===== config.mk =====
export PLATFORM = sky130hd
export DESIGN_NAME = restoring_div_unit_flat
export DESIGN_NICKNAME = d
export VERILOG_FILES = /design/src/rtl/restoring_div_unit_pkg.sv /design/src/rtl/restoring_div_unit_if.sv /design/src/rtl/restoring_div_unit_step.sv /design/src/rtl/restoring_div_unit.sv /design/src/flat_wrapper.sv
export SDC_FILE = /design/constraint.sdc
export NUM_CORES = 1
export LEC_CHECK = 0
export BUFFER_PORTS_ARGS = -buffer_cell sky130_fd_sc_hd__buf_2
export CAP_MARGIN = 15
export CORE_UTILIZATION = 50
export CTS_BUF_LIST = sky130_fd_sc_hd__clkbuf_8 sky130_fd_sc_hd__clkbuf_16
export DETAILED_ROUTE_END_ITERATION = 7
export GPL_TIMING_DRIVEN = 0
export PLACE_DENSITY = 0.71
export SLEW_MARGIN = 20
export SYNTH_ARGS = -nofsm -noshare
export SYNTH_HDL_FRONTEND = slang
export SYNTH_SLANG_ARGS = --single-unit
export TNS_END_PERCENT = 50

===== constraint.sdc =====
create_clock -name CLK -period 3.99 [get_ports CLK]
set_input_delay 0.798 -clock CLK [delete_from_list [all_inputs] [get_ports CLK]]
set_output_delay 0.798 -clock CLK [all_outputs]
set_load 0.01 [all_outputs]

===== src/rtl/restoring_div_unit_pkg.sv =====
// Shared types and constants for the restoring divider (package div_pkg).
package div_pkg;

  localparam int unsigned STATE_W = 3;

  typedef enum logic [STATE_W-1:0] {
    IDLE   = 3'd0,
    CHECK  = 3'd1,
    CALC   = 3'd2,
    FIXUP  = 3'd3,
    FINISH = 3'd4
  } state_e;

  // Quotient reported on divide-by-zero: all ones in the low w bits.
  function automatic logic [63:0] all_ones(input int unsigned w);
    if (w >= 64) return '1;
    return (64'd1 << w) - 64'd1;
  endfunction

endpackage


===== src/rtl/restoring_div_unit_if.sv =====
// Handshake and operand/result bundle for restoring_div_unit.
// Optional signed mode adds signed_op when RESTORING_DIV_SIGNED_EN is defined.
interface restoring_div_unit_if #(
  parameter int unsigned WIDTH = 8
);
  logic             start;
  logic [WIDTH-1:0] dividend;
  logic [WIDTH-1:0] divisor;
`ifdef RESTORING_DIV_SIGNED_EN
  logic             signed_op;
`endif
  logic             idle;
  logic             busy;
  logic             finish;
  logic             div_by_zero;
  logic [WIDTH-1:0] quotient;
  logic [WIDTH-1:0] remainder;

  modport master (
`ifdef RESTORING_DIV_SIGNED_EN
    output signed_op,
`endif
    output start, dividend, divisor,
    input  idle, busy, finish, div_by_zero, quotient, remainder
  );

  modport slave (
`ifdef RESTORING_DIV_SIGNED_EN
    input  signed_op,
`endif
    input  start, dividend, divisor,
    output idle, busy, finish, div_by_zero, quotient, remainder
  );
endinterface


===== src/rtl/restoring_div_unit_step.sv =====
// One combinational restoring-division step (module div_step).
module div_step #(
  parameter int unsigned WIDTH = 8
) (
  input  logic [WIDTH:0]   p_i,
  input  logic             bit_i,
  input  logic [WIDTH-1:0] divisor_i,
  output logic [WIDTH:0]   p_o,
  output logic             q_o
);

  logic [WIDTH:0] p_shift;
  logic [WIDTH:0] p_diff;
  logic           unused_p_msb;

  // The partial remainder stays below the divisor, so its top bit is shifted out.
  assign unused_p_msb = p_i[WIDTH];

  // Shift in the next dividend bit and subtract when the divisor fits.
  always_comb begin
    p_shift = {p_i[WIDTH-1:0], bit_i};
    p_diff  = p_shift - {1'b0, divisor_i};
    q_o     = (p_shift >= {1'b0, divisor_i});
    p_o     = q_o ? p_diff : p_shift;
  end

endmodule


===== src/rtl/restoring_div_unit.sv =====
// Sequential restoring divider: one quotient bit per CALC cycle.
// Optional signed mode (FIXUP state, signed_op input) under RESTORING_DIV_SIGNED_EN.
module restoring_div_unit
  import div_pkg::*;
#(
  parameter int unsigned WIDTH = 8
) (
  input logic                  CLK,
  input logic                  reset,
  restoring_div_unit_if.slave  bus
);

  localparam int unsigned CNT_W = $clog2(WIDTH);
  localparam logic [WIDTH-1:0] Q_ONES = WIDTH'(all_ones(WIDTH));

  state_e           state_q;
  logic [WIDTH-1:0] dvd_q, dvs_q, q_q, quot_q, rem_q;
  logic [WIDTH:0]   p_q;
  logic [CNT_W-1:0] idx_q;
  logic             idle_q, busy_q, fin_q, dbz_q;
`ifdef RESTORING_DIV_SIGNED_EN
  logic             sgn_q;
`endif

  logic [WIDTH-1:0] dvd_mag_c, dvs_mag_c;
  logic [WIDTH:0]   p_d;
  logic             qbit_d;

  // Operand magnitudes fed to the step (identity in unsigned mode).
  always_comb begin
    dvd_mag_c = dvd_q;
    dvs_mag_c = dvs_q;
`ifdef RESTORING_DIV_SIGNED_EN
    if (sgn_q && dvd_q[WIDTH-1]) dvd_mag_c = WIDTH'(-dvd_q);
    if (sgn_q && dvs_q[WIDTH-1]) dvs_mag_c = WIDTH'(-dvs_q);
`endif
  end

  div_step #(.WIDTH(WIDTH)) u_step (
    .p_i      (p_q),
    .bit_i    (dvd_mag_c[idx_q]),
    .divisor_i(dvs_mag_c),
    .p_o      (p_d),
    .q_o      (qbit_d)
  );

  // Control FSM, bit counter, datapath and registered outputs.
  always_ff @(posedge CLK) begin
    if (reset) begin
      state_q <= IDLE;
      dvd_q   <= '0;
      dvs_q   <= '0;
      q_q     <= '0;
      p_q     <= '0;
      idx_q   <= CNT_W'(WIDTH - 1);
      quot_q  <= '0;
      rem_q   <= '0;
      idle_q  <= 1'b1;
      busy_q  <= 1'b0;
      fin_q   <= 1'b0;
      dbz_q   <= 1'b0;
`ifdef RESTORING_DIV_SIGNED_EN
      sgn_q   <= 1'b0;
`endif
    end else begin
      case (state_q)
        IDLE: begin
          if (bus.start) begin
            dvd_q   <= bus.dividend;
            dvs_q   <= bus.divisor;
            dbz_q   <= 1'b0;
            idle_q  <= 1'b0;
            busy_q  <= 1'b1;
            state_q <= CHECK;
`ifdef RESTORING_DIV_SIGNED_EN
            sgn_q   <= bus.signed_op;
`endif
          end
        end
        CHECK: begin
          if (dvs_q == '0) begin
            quot_q  <= Q_ONES;
            rem_q   <= dvd_q;
            dbz_q   <= 1'b1;
            busy_q  <= 1'b0;
            fin_q   <= 1'b1;
            state_q <= FINISH;
          end else begin
            p_q     <= '0;
            q_q     <= '0;
            idx_q   <= CNT_W'(WIDTH - 1);
            state_q <= CALC;
          end
        end
        CALC: begin
          p_q        <= p_d;
          q_q[idx_q] <= qbit_d;
          if (idx_q == '0) begin
`ifdef RESTORING_DIV_SIGNED_EN
            state_q <= FIXUP;
`else
            quot_q  <= {q_q[WIDTH-1:1], qbit_d};
            rem_q   <= p_d[WIDTH-1:0];
            busy_q  <= 1'b0;
            fin_q   <= 1'b1;
            state_q <= FINISH;
`endif
          end else begin
            idx_q <= idx_q - CNT_W'(1);
          end
        end
`ifdef RESTORING_DIV_SIGNED_EN
        FIXUP: begin
          quot_q  <= (sgn_q && (dvd_q[WIDTH-1] ^ dvs_q[WIDTH-1])) ? WIDTH'(-q_q) : q_q;
          rem_q   <= (sgn_q && dvd_q[WIDTH-1]) ? WIDTH'(-p_q[WIDTH-1:0]) : p_q[WIDTH-1:0];
          busy_q  <= 1'b0;
          fin_q   <= 1'b1;
          state_q <= FINISH;
        end
`endif
        FINISH: begin
          fin_q   <= 1'b0;
          idle_q  <= 1'b1;
          state_q <= IDLE;
        end
        default: begin
          busy_q  <= 1'b0;
          fin_q   <= 1'b0;
          idle_q  <= 1'b1;
          state_q <= IDLE;
        end
      endcase
    end
  end

  assign bus.idle        = idle_q;
  assign bus.busy        = busy_q;
  assign bus.finish      = fin_q;
  assign bus.div_by_zero = dbz_q;
  assign bus.quotient    = quot_q;
  assign bus.remainder   = rem_q;

endmodule


===== src/flat_wrapper.sv =====
// flat-port wrapper written by rule: the top's interface ports become plain ports
module restoring_div_unit_flat import div_pkg::*;
#(
  parameter int unsigned WIDTH = 8
)
  (CLK, reset, bus_start, bus_dividend, bus_divisor, bus_idle, bus_busy, bus_finish, bus_div_by_zero, bus_quotient, bus_remainder);
  restoring_div_unit_if #(.WIDTH(WIDTH)) bus_i ();
  input logic CLK;
  input logic reset;
  input wire logic [$bits(bus_i.start)-1:0] bus_start;
  input wire logic [$bits(bus_i.dividend)-1:0] bus_dividend;
  input wire logic [$bits(bus_i.divisor)-1:0] bus_divisor;
  output wire logic [$bits(bus_i.idle)-1:0] bus_idle;
  output wire logic [$bits(bus_i.busy)-1:0] bus_busy;
  output wire logic [$bits(bus_i.finish)-1:0] bus_finish;
  output wire logic [$bits(bus_i.div_by_zero)-1:0] bus_div_by_zero;
  output wire logic [$bits(bus_i.quotient)-1:0] bus_quotient;
  output wire logic [$bits(bus_i.remainder)-1:0] bus_remainder;
  assign bus_i.start = bus_start;
  assign bus_i.dividend = bus_dividend;
  assign bus_i.divisor = bus_divisor;
  assign bus_idle = bus_i.idle;
  assign bus_busy = bus_i.busy;
  assign bus_finish = bus_i.finish;
  assign bus_div_by_zero = bus_i.div_by_zero;
  assign bus_quotient = bus_i.quotient;
  assign bus_remainder = bus_i.remainder;
  restoring_div_unit #(.WIDTH(WIDTH)) u_core (.CLK(CLK), .reset(reset), .bus(bus_i));
endmodule

Word-level counts from Yosys, hierarchy flattened:

Index checks and enable logic that the tools add are counted.

* bits of input ports: 19
* logic and storage cells: 77
* bits in registers: 58
* output and inout bits: 20

* add/subtract/negate cells: 2
* equal/unequal tests: 8
* magnitude comparators: 3
* multiplexer cells: 33
* reductions and logical operators: 16
* bitwise logic cells: 3

Operators by type and width (number)
* case mux 8 bit (2 select lines): 4
* two-way mux 8 bit: 7
* two-way mux 3 bit: 5
* AND reduction 3 bit: 4
* >= comparator 9 x 8 -> 1 bit: 1
* case mux 3 bit (3 select lines): 1
* bitwise mux 8 bit: 1
* logical NOT 8 bit: 1
* two-way mux 1 bit: 8
* AND reduction 2 bit: 4
* subtractor 8 bit: 1
* logical NOT 3 bit: 2
* inequality test 2 bit (second input constant): 3
* case mux 3 bit (2 select lines): 1
* < comparator 3 x 4 -> 1 bit (second input constant): 1
* inequality test 2 x 1 -> 1 bit (second input constant): 2
* case mux 1 bit (2 select lines): 2
* case mux 1 bit (4 select lines): 1
* AND reduction 4 bit: 1
* nonzero test 2 bit: 2
* binary-select mux 1 bit (select 3 bit): 1
* demux 1 bit (select 3 bit): 1
* == test 3 x 1 -> 1 bit (second input constant): 1
* == test 3 x 2 -> 1 bit (second input constant): 1
* other kinds (7): 9

Longest topological paths before layout:

* depth in word-level cells: 6
* gate-level depth with buffers: 11
* mapped depth without buffers: 10

Hierarchy:

Synthesis repeated with hierarchy kept, for this count alone.

* cell total of the unflattened synthesis: 360
* area total of the unflattened synthesis: 2987.9 µm²

Modules (own cells, without submodules)
* restoring_div_unit: instances 1, sequential area each 1161.1 µm², area each 2441.1 µm², cells an instance 284
* div_step: instances 1, sequential area each 0.0 µm², area each 546.8 µm², cells an instance 76

Worst setup path before layout:

OpenSTA, ideal clock, no wires.

* kind: flip-flop to flip-flop
* start point: register u_core.idx_q[0]
* end point: register u_core.p_q[7]
* period minus slack after synthesis: 2.866 ns
* buffers on the path: 2
* stages on the path, launching flop included: 12
* setup time: 0.134 ns
* required time: 3.856 ns
* arrival: 2.733 ns
* path slack: 1.124 ns
* path through: dfxtp_1 clkbuf_1 mux4_2 mux2i_1 ha_1 nor2b_1 o21ai_0 a21oi_1 clkbuf_1 nor2_1 mux2i_1 a211oi_1

* cells in the longest elaborated chain, start to end: 5
* elaborated cells on any way between the ends: 6
* those cells by class: add/sub (1); order compare (1); mux (4)

RTL lines
* start: declaration: RTL line restoring_div_unit.sv:19 `logic [CNT_W-1:0] idx_q;`
* start signal: assignment: RTL line restoring_div_unit.sv:55 `idx_q <= CNT_W'(WIDTH - 1);`
* start signal: assignment: RTL line restoring_div_unit.sv:91 `idx_q <= CNT_W'(WIDTH - 1);`
* start signal: assignment: RTL line restoring_div_unit.sv:109 `idx_q <= idx_q - CNT_W'(1);`
* binary-select mux 1 bit (select 3 bit) (*): RTL line restoring_div_unit.sv:41 `.bit_i (dvd_mag_c[idx_q]),`
* two-way mux 1 bit (not written as such) (*): RTL line restoring_div_unit.sv:41
* subtractor 8 bit or >= comparator 9 x 8 -> 1 bit (tied branches): RTL line restoring_div_unit_step.sv:22, restoring_div_unit_step.sv:23
* two-way mux 8 bit (*): RTL line restoring_div_unit_step.sv:24 `p_o = q_o ? p_diff : p_shift;`
* case mux 8 bit (2 select lines) (*): RTL line restoring_div_unit.sv:66 `case (state_q)`
* end signal: assignment: RTL line restoring_div_unit.sv:96 `p_q <= p_d;`
* end: declaration: RTL line restoring_div_unit.sv:18 `logic [WIDTH:0] p_q;`

Every way passes the cells marked *; elsewhere a longest branch is shown, timed or not. The select of a mux whose other input is x is not followed.
A chain may end at the register's enable or synchronous reset.

Worst setup path in the final report:

Same ends and word-level chain as after synthesis.

==> summary.md <==
| Metric | Value |
|---|---|
| R2R cell count | `11` |
| Avg WL per Cell | `15.0 um` |
| Worst skew pair latency | `0.34 ns` |
| Max-cap viol count | `0` |
| Std-Cell Core Area | `5240 um^2` |
| Synth Flop Type | `dfxtp_1` |
| Initial antenna violation count | `0` |
| Vias per cell | `5.44` |
| Final min period | `3.56 ns` |
| Crit path DAT | `3.77 ns` |
| Cell variety after synth | `51` |
| Post-synthesis cell area | `2800 um^2` |
| Die area | `5910 um^2` |
| Die Ht | `76.9 um` |
| PortBufs | `37` |
| Worst hold margin | `0.487 ns` |
| FF-to-FF setup slack | `0.43 ns` |
| Top cells by area, synth | `dfxtp_1 (41%), nand2_1 (7.9%), a21oi_1 (7.1%), nor2_1 (7.1%), ha_1 (4.9%)` |
| Row count | `26` |
| Post-route ant nets | `0` |
| Setup crit end kind | `flip-flop` |
| Area share of the largest cell type after synthesis | `40.7%` |
| Cts bufs inserted | `9` |
| Root Driver | `clkbuf_8` |
| Final Slew Violations | `0` |
| Drt drc | `0` |
| VDD IR max | `0.232 mV` |
| Hold-fix buffers at CTS | `0` |
| Final Cycle Share | `89.3%` |
| Crit-path max FO | `10` |
| LEAKAGE | `1.34 nW` |
| Hold EP | `u_core.dvd_mag_c[2]$_SDFFE_PP0P_` |
| Req. time, crit path | `4.20 ns` |
| Global-route wire length before repair | `11800 um` |
| Post-synth EDFFs | `0` |
| WL final | `6910 um` |
| # IOs | `39` |
| GR Util All Layers | `25.8%` |
| NumNets Final | `421` |
| Register bit count reported by yosys | `57` |
| Syn. warnings | `0` |
| CTS H-Tree Depth | `3` |
| Total Power | `1.40 mW` |
| TritonCTS clock tree | `yes` |
| Clock Skew | `0.00786 ns` |
| Fmax | `0.281 GHz` |
| Slew @ Worst Pin | `0.797 ns` |
| Critical Path Source Type | `flip-flop` |
| DP Wirelength | `5150 um` |
| Post-synth ARST share | `0%` |
| Final hold vios | `0` |
| Die W | `76.9 um` |
| Starting DRT DRC Count | `220` |
| Mapped Nets | `373` |
| Type of the worst min-delay path | `flip-flop to flip-flop` |
| Post_cts resized | `0` |
| Clock tree buffer depth | `2` |
| Largest area contributor in the netlist | `dfxtp_1` |
| Unrepaired setup endpoints after global routing | `no` |
| Fillers | `501` |
| Hold depth | `2` |
| Antenna cells | `0` |
| Syn Area/Cell | `8.19 um^2` |
| Clock transition at the registers of the reported paths | `0.06 ns` |
| Final setup viols | `0` |
| Setup TNS | `0 ns` |
| Pin count of the biggest net entering global routing | `11` |
| Initial Utilization | `53.5%` |
| Via count of the first global-routing pass | `2421` |
| Final GP Congestion | `0.888` |
| Share of layout cells above drive strength 1 | `18.1%` |
| Outcome | `completed` |
| Worst Setup Path Type | `flip-flop to flip-flop` |
| Worst slew margin | `46.7%` |
| Drt pass-1 iters | `4` |
| Post-synthesis sequential area ratio | `40.7%` |
| Min-delay src | `u_core.dvd_mag_c[2]$_SDFFE_PP0P_` |
| GRT Residual Overflow | `0` |
| Cell Pwr Density | `433 nW/um^2` |
| Via count | `2514` |
| # Post-CTS Setup Buffers | `0` |
| Clock Sinks | `57` |
| Cells after Synth | `342` |
| Syn-to-layout area delta | `15.1%` |
| FF-to-FF End | `u_core.p_q[7]$_SDFFE_PP0P_` |
| Critical R2R Launch | `u_core.idx_q[0]$_SDFFE_PP1P_` |
-- state kept, by name (all words and copies together) (netlist names) --
name / count
u_core.bus.finish: 1
u_core.dvd_mag_c: 8
u_core.bus.idle: 1
u_core.bus.busy: 1
u_core.bus.div_by_zero: 1
u_core.bus.quotient: 8
u_core.idx_q: 3
u_core.bus.remainder: 8
u_core.state_q: 3
u_core.q_q: 7
u_core.p_q: 8
u_core.dvs_mag_c: 8
-- Yosys cell counts, types with 2 or more instances --
cell      count
dfxtp_1      57
o211ai_1      3
a211oi_1      4
ha_1         11
mux2i_1       3
nor2b_1       4
clkbuf_1     15
a21o_1        2
buf_6         2
o21a_1        2
mux4_2        2
and3_1        3
o21ai_0       6
or4_4         2
nor2_1       53
nand4_1       2
nand3_1       5
a311oi_2      6
nor3_1       10
nand2_1      59
a31oi_1       2
mux2_2        2
a22oi_1       3
a21oi_1      40
inv_1        12
xnor2_1       4
or3_1         4
-- power by group --
part	switching, mW	total (mW)	internal [mW]
Combinational	0.194	0.323	0.129
Clock	0.208	0.434	0.226
Sequential	0.0285	0.639	0.610
Total	0.431	1.40	0.964
-- stage by stage --
| stage | instances | cell area [um^2] | util [%] | setup WS (ns) |
|---|---|---|---|---|
| 6_report | 462 | 3230 | 61.6 | 0.426 |
| 5_1_grt | 462 | 3230 | 61.6 | 0.109 |
| 4_1_cts | 462 | 3230 | 61.6 | 0.407 |
| 3_5_place_dp | 449 | 3080 | 58.7 | 0.408 |
| 3_3_place_gp | 449 | 3080 | 58.7 | 0.497 |
| 2_1_floorplan | 342 | 2800 | - | 1.12 |
-- cell usage in the layout (no fill, tap or decap), drive strengths merged, types with 3 or more instances in the layout --
cell,instances
inv,14
nand2,59
or3,4
nor3,11
nand3,5
a21oi,40
dfxtp,57
o211ai,3
mux2i,3
ha,11
a211oi,5
buf,40
and3,3
o21ai,8
or4,3
nor2,53
clkbuf,25
a22oi,3
nor2b,4
o21a,3
xnor2,4
a311oi,6
-- worst max-delay path, stage by stage (launching register included) --
cell and delay (ns):
dfxtp_1 0.31, clkbuf_1 0.35, mux4_2 0.55, mux2i_1 0.31, ha_1 0.32, nor2b_1 0.10, o21ai_0 0.12, a21oi_1 0.45
clkbuf_1 0.44, nor2_1 0.09, mux2i_1 0.28, a211oi_1 0.12
-- metal layers --
layer  global-route usage (%)  vias up  part of all wire [%]
li1                         -     1287                     -
met1                     34.1     1158                    48
met2                     40.8       58                    45
met3                     6.43       11                   5.9
met4                     8.65        0                   1.2
met5                        0        -                     0
-- cell families after synthesis --
kind of cell	synth area share, %
buffers and inverters	4.60
adders and majority gates	5.62
AOI/OAI and AO/OA	20.3
muxes	3.48
DFF	40.7
xor gates and xnor gates	1.56
and+or+nand+nor	23.7
-- how the worst max path moves through the flow --
stage	start	endpoint	slack [ns]	depth (start not counted)
2_1_floorplan	u_core.idx_q[0]$_SDFFE_PP1P_	u_core.p_q[7]$_SDFFE_PP0P_	1.12	11
3_3_place_gp	u_core.idx_q[0]$_SDFFE_PP1P_	u_core.p_q[7]$_SDFFE_PP0P_	0.50	11
3_5_place_dp	u_core.idx_q[0]$_SDFFE_PP1P_	u_core.p_q[7]$_SDFFE_PP0P_	0.41	11
4_1_cts	u_core.idx_q[0]$_SDFFE_PP1P_	u_core.p_q[7]$_SDFFE_PP0P_	0.41	11
5_1_grt	u_core.idx_q[0]$_SDFFE_PP1P_	u_core.p_q[7]$_SDFFE_PP0P_	0.11	11
6_report	u_core.idx_q[0]$_SDFFE_PP1P_	u_core.p_q[7]$_SDFFE_PP0P_	0.43	11
-- final cells by class --
class                   count  area [um^2]  share of cell area [%]
clock inverters             3         12.5                   0.388
well taps                  70         87.6                    2.72
repair buffers             37          185                    5.74
inverters                  12         45.0                    1.40
plain buffers              18         83.8                    2.60
clock buffers              10          138                    4.27
flip-flops and latches     57         1140                    35.4
multi-input cells         255         1530                    47.5
Power figures use the tool's default switching activity.
